`config.mk`:
```
export PLATFORM = sky130hd
export DESIGN_NAME = sram_req_ctrl_flat
export DESIGN_NICKNAME = d
export VERILOG_FILES = /design/src/rtl/sram_req_ctrl_pkg.sv /design/src/rtl/sram_req_ctrl_if.sv /design/src/rtl/sram_req_ctrl_chk.sv /design/src/rtl/sram_rsp_fifo.sv /design/src/rtl/sram_req_ctrl.sv /design/src/flat_wrapper.sv
export SDC_FILE = /design/constraint.sdc
export NUM_CORES = 1
export LEC_CHECK = 0
export CORE_MARGIN = 5
export CORE_UTILIZATION = 40
export CTS_BUF_LIST = sky130_fd_sc_hd__clkbuf_8
export DETAILED_ROUTE_END_ITERATION = 8
export GPL_TIMING_DRIVEN = 0
export PLACE_DENSITY_LB_ADDON = 0.05
export SLEW_MARGIN = 30
export SYNTH_ARGS = -nofsm -noshare
export SYNTH_HDL_FRONTEND = slang
export SYNTH_SLANG_ARGS = --single-unit
```
`constraint.sdc`:
```
create_clock -name clk -period 2.5 [get_ports clk]
set_input_delay 0.375 -clock clk [delete_from_list [all_inputs] [get_ports clk]]
set_output_delay 0.375 -clock clk [all_outputs]
set_load 0.005 [all_outputs]
```
`src/rtl/sram_req_ctrl_pkg.sv`:
```
// Shared defaults and credit helper for the SRAM request controller and its response FIFO.
package sram_ctrl_pkg;

  localparam int DEF_WIDTH     = 16;
  localparam int DEF_DEPTH     = 16;
  localparam int DEF_RSP_DEPTH = 3;

  // Every outstanding read owns one response slot, so the credit pool equals the FIFO depth.
  function automatic int credit_limit(input int rsp_depth);
    return rsp_depth;
  endfunction

endpackage

```
`src/rtl/sram_req_ctrl_if.sv`:
```
// Request/response channel between the event-processing initiator and the SRAM controller.
interface sram_req_ctrl_if
  import sram_ctrl_pkg::*;
#(
  parameter int WIDTH = DEF_WIDTH,
  parameter int AW    = $clog2(DEF_DEPTH)
);
  logic               req_valid;
  logic               req_ready;
  logic               req_we;
  logic [AW-1:0]      req_addr;
  logic [WIDTH/8-1:0] req_wmask;
  logic [WIDTH-1:0]   req_wdata;
  logic               rsp_valid;
  logic               rsp_ready;
  logic [WIDTH-1:0]   rsp_rdata;

  modport master (
    output req_valid, req_we, req_addr, req_wmask, req_wdata, rsp_ready,
    input  req_ready, rsp_valid, rsp_rdata
  );

  modport slave (
    input  req_valid, req_we, req_addr, req_wmask, req_wdata, rsp_ready,
    output req_ready, rsp_valid, rsp_rdata
  );
endinterface

```
`src/rtl/sram_req_ctrl_chk.sv`:
```
// Protocol checks for the SRAM request controller: no FIFO overflow, no SRAM access in reset.
module sram_req_ctrl_chk (
  input logic clk,
  input logic rst,
  input logic push,
  input logic full,
  input logic sram_ce
);

  a_no_overflow: assert property (@(posedge clk) disable iff (rst) !(push && full));

  a_no_access_in_reset: assert property (@(posedge clk) rst |-> !sram_ce);

endmodule

```
`src/rtl/sram_rsp_fifo.sv`:
```
// Generic synchronous FIFO with occupancy count; head entry is presented without a pop.
module sram_rsp_fifo
  import sram_ctrl_pkg::*;
#(
  parameter int WIDTH = DEF_WIDTH,
  parameter int DEPTH = DEF_RSP_DEPTH,
  localparam int PW   = (DEPTH > 1) ? $clog2(DEPTH) : 1,
  localparam int CW   = $clog2(DEPTH + 1)
) (
  input  logic             clk,
  input  logic             rst,
  input  logic             push,
  input  logic [WIDTH-1:0] push_data,
  input  logic             pop,
  output logic [WIDTH-1:0] pop_data,
  output logic [CW-1:0]    count,
  output logic             empty,
  output logic             full
);

  logic [WIDTH-1:0] mem_r [DEPTH];
  logic [PW-1:0]    wr_ptr_r;
  logic [PW-1:0]    rd_ptr_r;
  logic [CW-1:0]    count_r;
  logic             push_ok_s;
  logic             pop_ok_s;

  function automatic logic [PW-1:0] ptr_inc(input logic [PW-1:0] p);
    if (p == PW'(DEPTH - 1)) begin
      return {PW{1'b0}};
    end else begin
      return p + PW'(1);
    end
  endfunction

  // Qualify push/pop against occupancy and expose status flags
  always_comb begin
    empty     = (count_r == {CW{1'b0}});
    full      = (count_r == CW'(DEPTH));
    push_ok_s = push & ~full;
    pop_ok_s  = pop & ~empty;
    count     = count_r;
    pop_data  = mem_r[rd_ptr_r];
  end

  // Storage, pointers and occupancy
  always_ff @(posedge clk) begin
    if (rst) begin
      wr_ptr_r <= {PW{1'b0}};
      rd_ptr_r <= {PW{1'b0}};
      count_r  <= {CW{1'b0}};
      for (int i = 0; i < DEPTH; i++) begin
        mem_r[i] <= {WIDTH{1'b0}};
      end
    end else begin
      if (push_ok_s) begin
        mem_r[wr_ptr_r] <= push_data;
        wr_ptr_r        <= ptr_inc(wr_ptr_r);
      end
      if (pop_ok_s) begin
        rd_ptr_r <= ptr_inc(rd_ptr_r);
      end
      case ({push_ok_s, pop_ok_s})
        2'b10:   count_r <= count_r + CW'(1);
        2'b01:   count_r <= count_r - CW'(1);
        default: count_r <= count_r;
      endcase
    end
  end

endmodule

```
`src/rtl/sram_req_ctrl.sv`:
```
// Initiator-side controller for a single-port byte-masked SRAM with one-cycle registered read.
module sram_req_ctrl
  import sram_ctrl_pkg::*;
#(
  parameter int WIDTH     = DEF_WIDTH,
  parameter int DEPTH     = DEF_DEPTH,
  parameter int RSP_DEPTH = DEF_RSP_DEPTH,
  localparam int AW       = $clog2(DEPTH),
  localparam int BW       = WIDTH / 8
) (
  input  logic             clk,
  input  logic             rst,
  sram_req_ctrl_if.slave   bus,
  output logic             sram_ce,
  output logic             sram_we,
  output logic [AW-1:0]    sram_addr,
  output logic [BW-1:0]    sram_wmask,
  output logic [WIDTH-1:0] sram_wdata,
  input  logic [WIDTH-1:0] sram_rdata,
  output logic             busy
);

  localparam int CW = $clog2(RSP_DEPTH + 1);
  localparam int UW = CW + 1;

  logic             rd_pending_r;
  logic             req_ready_s;
  logic             fire_s;
  logic             wr_fire_s;
  logic             rd_fire_s;
  logic [UW-1:0]    used_s;
  logic             rsp_valid_s;
  logic             pop_s;
  logic [CW-1:0]    fifo_count_s;
  logic             fifo_empty_s;
  logic             fifo_full_s;
  logic [WIDTH-1:0] fifo_head_s;

  // Credit check and zero-latency SRAM drive from the accepted request
  always_comb begin
    used_s = UW'(fifo_count_s) + UW'(rd_pending_r);
    if (rst) begin
      req_ready_s = 1'b0;
    end else begin
      req_ready_s = (used_s < UW'(credit_limit(RSP_DEPTH)));
    end
    fire_s     = bus.req_valid & req_ready_s;
    wr_fire_s  = fire_s & bus.req_we;
    rd_fire_s  = fire_s & ~bus.req_we;
    sram_ce    = fire_s;
    sram_we    = wr_fire_s;
    sram_addr  = bus.req_addr;
    sram_wdata = bus.req_wdata;
    if (wr_fire_s) begin
      sram_wmask = bus.req_wmask;
    end else begin
      sram_wmask = {BW{1'b0}};
    end
  end

  // Response side status; gated by reset so nothing is offered while it is held
  always_comb begin
    rsp_valid_s = ~rst & ~fifo_empty_s;
    pop_s       = rsp_valid_s & bus.rsp_ready;
    busy        = ~rst & (rd_pending_r | ~fifo_empty_s);
  end

  assign bus.req_ready = req_ready_s;
  assign bus.rsp_valid = rsp_valid_s;
  assign bus.rsp_rdata = fifo_head_s;

  // A read accepted at this edge has its data on sram_rdata during the next cycle
  always_ff @(posedge clk) begin
    if (rst) begin
      rd_pending_r <= 1'b0;
    end else begin
      rd_pending_r <= rd_fire_s;
    end
  end

  sram_rsp_fifo #(
    .WIDTH (WIDTH),
    .DEPTH (RSP_DEPTH)
  ) u_rsp_fifo (
    .clk       (clk),
    .rst       (rst),
    .push      (rd_pending_r),
    .push_data (sram_rdata),
    .pop       (pop_s),
    .pop_data  (fifo_head_s),
    .count     (fifo_count_s),
    .empty     (fifo_empty_s),
    .full      (fifo_full_s)
  );

  sram_req_ctrl_chk u_chk (
    .clk     (clk),
    .rst     (rst),
    .push    (rd_pending_r),
    .full    (fifo_full_s),
    .sram_ce (sram_ce)
  );

endmodule

```
`src/flat_wrapper.sv`:
```
// flat-port wrapper written by rule: the top's interface ports become plain ports
module sram_req_ctrl_flat import sram_ctrl_pkg::*;
#(
  parameter int WIDTH     = DEF_WIDTH,
  parameter int DEPTH     = DEF_DEPTH,
  parameter int RSP_DEPTH = DEF_RSP_DEPTH,
  localparam int AW       = $clog2(DEPTH),
  localparam int BW       = WIDTH / 8
)
  (clk, rst, sram_ce, sram_we, sram_addr, sram_wmask, sram_wdata, sram_rdata, busy, bus_req_valid, bus_req_we, bus_req_addr, bus_req_wmask, bus_req_wdata, bus_rsp_ready, bus_req_ready, bus_rsp_valid, bus_rsp_rdata);
  sram_req_ctrl_if #(.WIDTH(WIDTH), .AW(4)) bus_i ();
  input  logic clk;
  input  logic rst;
  output logic sram_ce;
  output logic sram_we;
  output logic [AW-1:0] sram_addr;
  output logic [BW-1:0] sram_wmask;
  output logic [WIDTH-1:0] sram_wdata;
  input  logic [WIDTH-1:0] sram_rdata;
  output logic busy;
  input wire logic [$bits(bus_i.req_valid)-1:0] bus_req_valid;
  input wire logic [$bits(bus_i.req_we)-1:0] bus_req_we;
  input wire logic [$bits(bus_i.req_addr)-1:0] bus_req_addr;
  input wire logic [$bits(bus_i.req_wmask)-1:0] bus_req_wmask;
  input wire logic [$bits(bus_i.req_wdata)-1:0] bus_req_wdata;
  input wire logic [$bits(bus_i.rsp_ready)-1:0] bus_rsp_ready;
  output wire logic [$bits(bus_i.req_ready)-1:0] bus_req_ready;
  output wire logic [$bits(bus_i.rsp_valid)-1:0] bus_rsp_valid;
  output wire logic [$bits(bus_i.rsp_rdata)-1:0] bus_rsp_rdata;
  assign bus_i.req_valid = bus_req_valid;
  assign bus_i.req_we = bus_req_we;
  assign bus_i.req_addr = bus_req_addr;
  assign bus_i.req_wmask = bus_req_wmask;
  assign bus_i.req_wdata = bus_req_wdata;
  assign bus_i.rsp_ready = bus_rsp_ready;
  assign bus_req_ready = bus_i.req_ready;
  assign bus_rsp_valid = bus_i.rsp_valid;
  assign bus_rsp_rdata = bus_i.rsp_rdata;
  sram_req_ctrl #(.WIDTH(WIDTH), .DEPTH(DEPTH), .RSP_DEPTH(RSP_DEPTH)) u_core (.clk(clk), .rst(rst), .bus(bus_i), .sram_ce(sram_ce), .sram_we(sram_we), .sram_addr(sram_addr), .sram_wmask(sram_wmask), .sram_wdata(sram_wdata), .sram_rdata(sram_rdata), .busy(busy));
endmodule
```
==> impl_metrics.env, run 1 <==
export IMPL_status="finished, final reports clean"
export IMPL_post_route_period_util_pct=95.2
export IMPL_grt_max_degree=17
export IMPL_die_width_um=101
export IMPL_syn_nets=251
export IMPL_die_h_um=101
export IMPL_worstPathRequired_ns=2.12
export IMPL_power_switching_mw=0.542
export IMPL_switching_share_pct=21.3
export IMPL_cts_hold_buffers=0
export IMPL_internal_power_mw=2.01
export IMPL_insertion_delay_ns=0.35
export IMPL_synth_top_cell_area_share_pct=57.8
export IMPL_rsz0062_at_grt="false"
export IMPL_netlist_area_um2=3330
export IMPL_dp_slack_ns=0.119
export IMPL_power_mw=2.55
export IMPL_dieArea_um2=10200
export IMPL_grt_pass1_wl_mm=10.1
export IMPL_peakVddDrop_mv=0.301
export IMPL_drtIter0Drc=50
export IMPL_worst_r2r_endpoint="u_core.u_rsp_fifo.count[1]"
export IMPL_wirelength_mm=6.52
export IMPL_multi_input_area_um2=981
export IMPL_clkSinkCount=73
export IMPL_clk_pin_slew_ns=0.07
export IMPL_rrSetupSlack_ns=0.73
export IMPL_finalHoldViolations=0
export IMPL_ant_nets=0
export IMPL_portBuffers=64
export IMPL_overflow=0
export IMPL_vias=1878
export IMPL_pin_count=86
export IMPL_dp_hpwl_mm=4.48
export IMPL_initial_core_util_pct=40.7
export IMPL_fillers=688
export IMPL_leakage_nw=1.64
export IMPL_whs_endpoint="u_core.u_rsp_fifo.count[0]"
export IMPL_power_frac_clock_pct=34.2
export IMPL_cts_buffers=9
export IMPL_p_comb_share_pct=11.9
export IMPL_routedWlPerCell_um=16.6
export IMPL_ys_ff_latch=73
export IMPL_tritoncts="done"
export IMPL_finalWeightedCongestion=0.711
export IMPL_fin_skew_ns=0.00619
export IMPL_syn_inst=205
export IMPL_path_class="flop to output port"
export IMPL_period_minus_slack_ns=2.38
export IMPL_ys_warn_count=0
export IMPL_cap_violations=0
export IMPL_crit_fanout=10
export IMPL_hp_start="rst"
export IMPL_seq_area_um2=2110
export IMPL_antennaDiodeCount=0
export IMPL_first_global_vias=1992
export IMPL_remaining_drc_errors=0
export IMPL_reg2reg_from="u_core.u_rsp_fifo.count[1]"
export IMPL_maxSlewHeadroom_pct=59.7
export IMPL_holdPathStages=2
export IMPL_reg2reg_depth=5
export IMPL_pwr_density_cell_nw_per_um2=589
export IMPL_cts_root_buffer="clkbuf_8"
export IMPL_syn_area_per_cell_um2=16.2
export IMPL_antenna_found_initial=0
export IMPL_p_seq_share_pct=54.0
export IMPL_critPathLaunchType="flop"
export IMPL_firstDrtPassIters=4
export IMPL_core_area_um2=8180
export IMPL_fp_row_count=33
export IMPL_synth_top_area_cell="edfxtp_1"
export IMPL_yosysUniqueCellTypes=30
export IMPL_drv_slew=0
export IMPL_drive_gt1_share_pct=22.6
export IMPL_gr_usage_all_layers_pct=13.4
export IMPL_post_drt_via_cell_ratio=4.78
export IMPL_ctsLongestPathBuffers=2
export IMPL_cp_arrival_ns=2.01
export IMPL_max_clock_freq_mhz=420
export IMPL_end_kind="output port"
export IMPL_fin_nets=329
export IMPL_layout_commonest_cell="edfxtp_1"
export IMPL_h_tree_depth=3
export IMPL_syn_to_final_growth_pct=30.1
export IMPL_synth_area_top_cells="edfxtp_1 (58%), and2_1 (9.8%), mux4_1 (7.1%)"
export IMPL_seq_area_frac_synth_pct=63.2
export IMPL_setup_viol=0
export IMPL_hp_class="primary input to flop"
export IMPL_fin_ws_ns=0.119
export IMPL_worstMarginPinSlew_ns=0.604
export IMPL_final_cell_mix="edfxtp_1 (64), clkdlybuf4s50_1 (60), and2_1 (52)"
[how the worst max path moves through the flow]
stage	from	to	slack, ns	cells after the start
floorplan	u_core.u_rsp_fifo.count[0]	u_core.u_rsp_fifo.mem_r[3][0]	0.46	3
global placement	u_core.u_rsp_fifo.count[0]	u_core.u_rsp_fifo.mem_r[3][6]	-0.43	3
detailed placement	u_core.u_rsp_fifo.count[0]	sram_wmask[0]	0.12	6
CTS	u_core.u_rsp_fifo.count[0]	sram_wmask[0]	0.02	7
global route	u_core.u_rsp_fifo.count[0]	sram_wmask[0]	0.006	7
finish	flop	bus_rsp_rdata[3]	0.12	4
[flip-flops by register name (all words and copies together), names as in the netlist, named ones only]
name	count
u_core.rd_pending_r	1
u_core.u_rsp_fifo.mem_r	64
u_core.u_rsp_fifo.count	2
u_core.u_rsp_fifo.rd_ptr_r	2
u_core.u_rsp_fifo.wr_ptr_r	2
[cells in the mapped netlist, drive strengths merged]
| library cell | number |
|---|---|
| mux4 | 16 |
| nand2 | 2 |
| and4b | 2 |
| a31o | 2 |
| inv | 1 |
| xor2 | 1 |
| dfxtp | 9 |
| and2 | 52 |
| a22o | 2 |
| or3 | 1 |
| nor2 | 3 |
| edfxtp | 64 |
| a21oi | 2 |
| and3 | 3 |
| nor4bb | 1 |
| buf | 30 |
| nor2b | 3 |
| or2 | 4 |
| o21ai | 1 |
| xnor2 | 1 |
| a211oi | 1 |
| ha | 3 |
| o21a | 1 |
[cell type report]
class,instances,share of cell area [%]
multi-input cells,101,22.7
clock inverters,7,1.45
clock buffers,9,2.86
repair buffers,67,15.4
well taps,105,3.04
inverters,1,0.0867
plain buffers,30,5.90
flip-flops and latches,73,48.7
[kinds of logic (layout without fill, tap and decap cells)]
family / Yosys count / count (layout) / synth area share [%]
xor gates and xnor gates: 2 / 2 / 0.527
and+or+nand+nor: 71 / 71 / 13.4
buffers and inverters: 31 / 114 / 7.78
adders and majority gates: 3 / 3 / 1.13
AOI/OAI and AO/OA: 9 / 9 / 2.11
DFF: 73 / 73 / 63.2
muxes: 16 / 16 / 11.8
[stage by stage]
stage	area, µm²	instances	setup TNS [ns]	util [%]	hold WS [ns]
floorplan	3330	205	0	-	0.447
detailed placement	4140	376	0	50.6	0.510
global placement	4110	374	-6.94	50.2	0.500
CTS	4330	393	0	53.0	0.231
global route	4330	393	0	52.9	0.240
finish	4330	393	0	52.9	0.248
[power groups by stage]
stage / clock, mW / combinational, mW / sequential (mW)
after floorplan: 0 / 0.145 / 1.40
after global placement: 0 / 0.309 / 1.40
after detailed placement: 0 / 0.310 / 1.40
after CTS: 0.891 / 0.311 / 1.38
after global routing: 0.946 / 0.327 / 1.38
final: 0.872 / 0.303 / 1.38
[layer usage]
metal / vias to the layer above / global-route usage [%] / routed length (µm)
met3: 9 / 4.82 / 479
met4: 0 / 3.99 / 74
met1: 901 / 16.5 / 2820
li1: 903 / - / -
met2: 65 / 22.1 / 3150
met5: - / 0 / 0
[worst max-delay path, stage by stage, from the launching register on]
cell and delay (ns):
dfxtp_1 0.33, buf_6 0.16, buf_12 0.16, mux4_1 0.55, clkdlybuf4s50_1 0.46
[timing repair]
item,4_1_cts,5_1_grt
endpoints found under the setup margin,4,1
buffers inserted,1,0
resized for setup,7,3
pin swaps,3,3
Note: power is estimated with default switching activity, not from simulation.
==> run 2, diff against run 1 <==
--- a/config.mk
+++ b/config.mk
@@ -9,6 +9,7 @@
 export CORE_UTILIZATION = 40
 export CTS_BUF_LIST = sky130_fd_sc_hd__clkbuf_8
 export DETAILED_ROUTE_END_ITERATION = 8
+export GPL_ROUTABILITY_DRIVEN = 0
 export GPL_TIMING_DRIVEN = 0
 export PLACE_DENSITY_LB_ADDON = 0.05
 export SLEW_MARGIN = 30
==> results of run 2 <==
No change in the layout: final DEF, timing and power equal those of run 1.
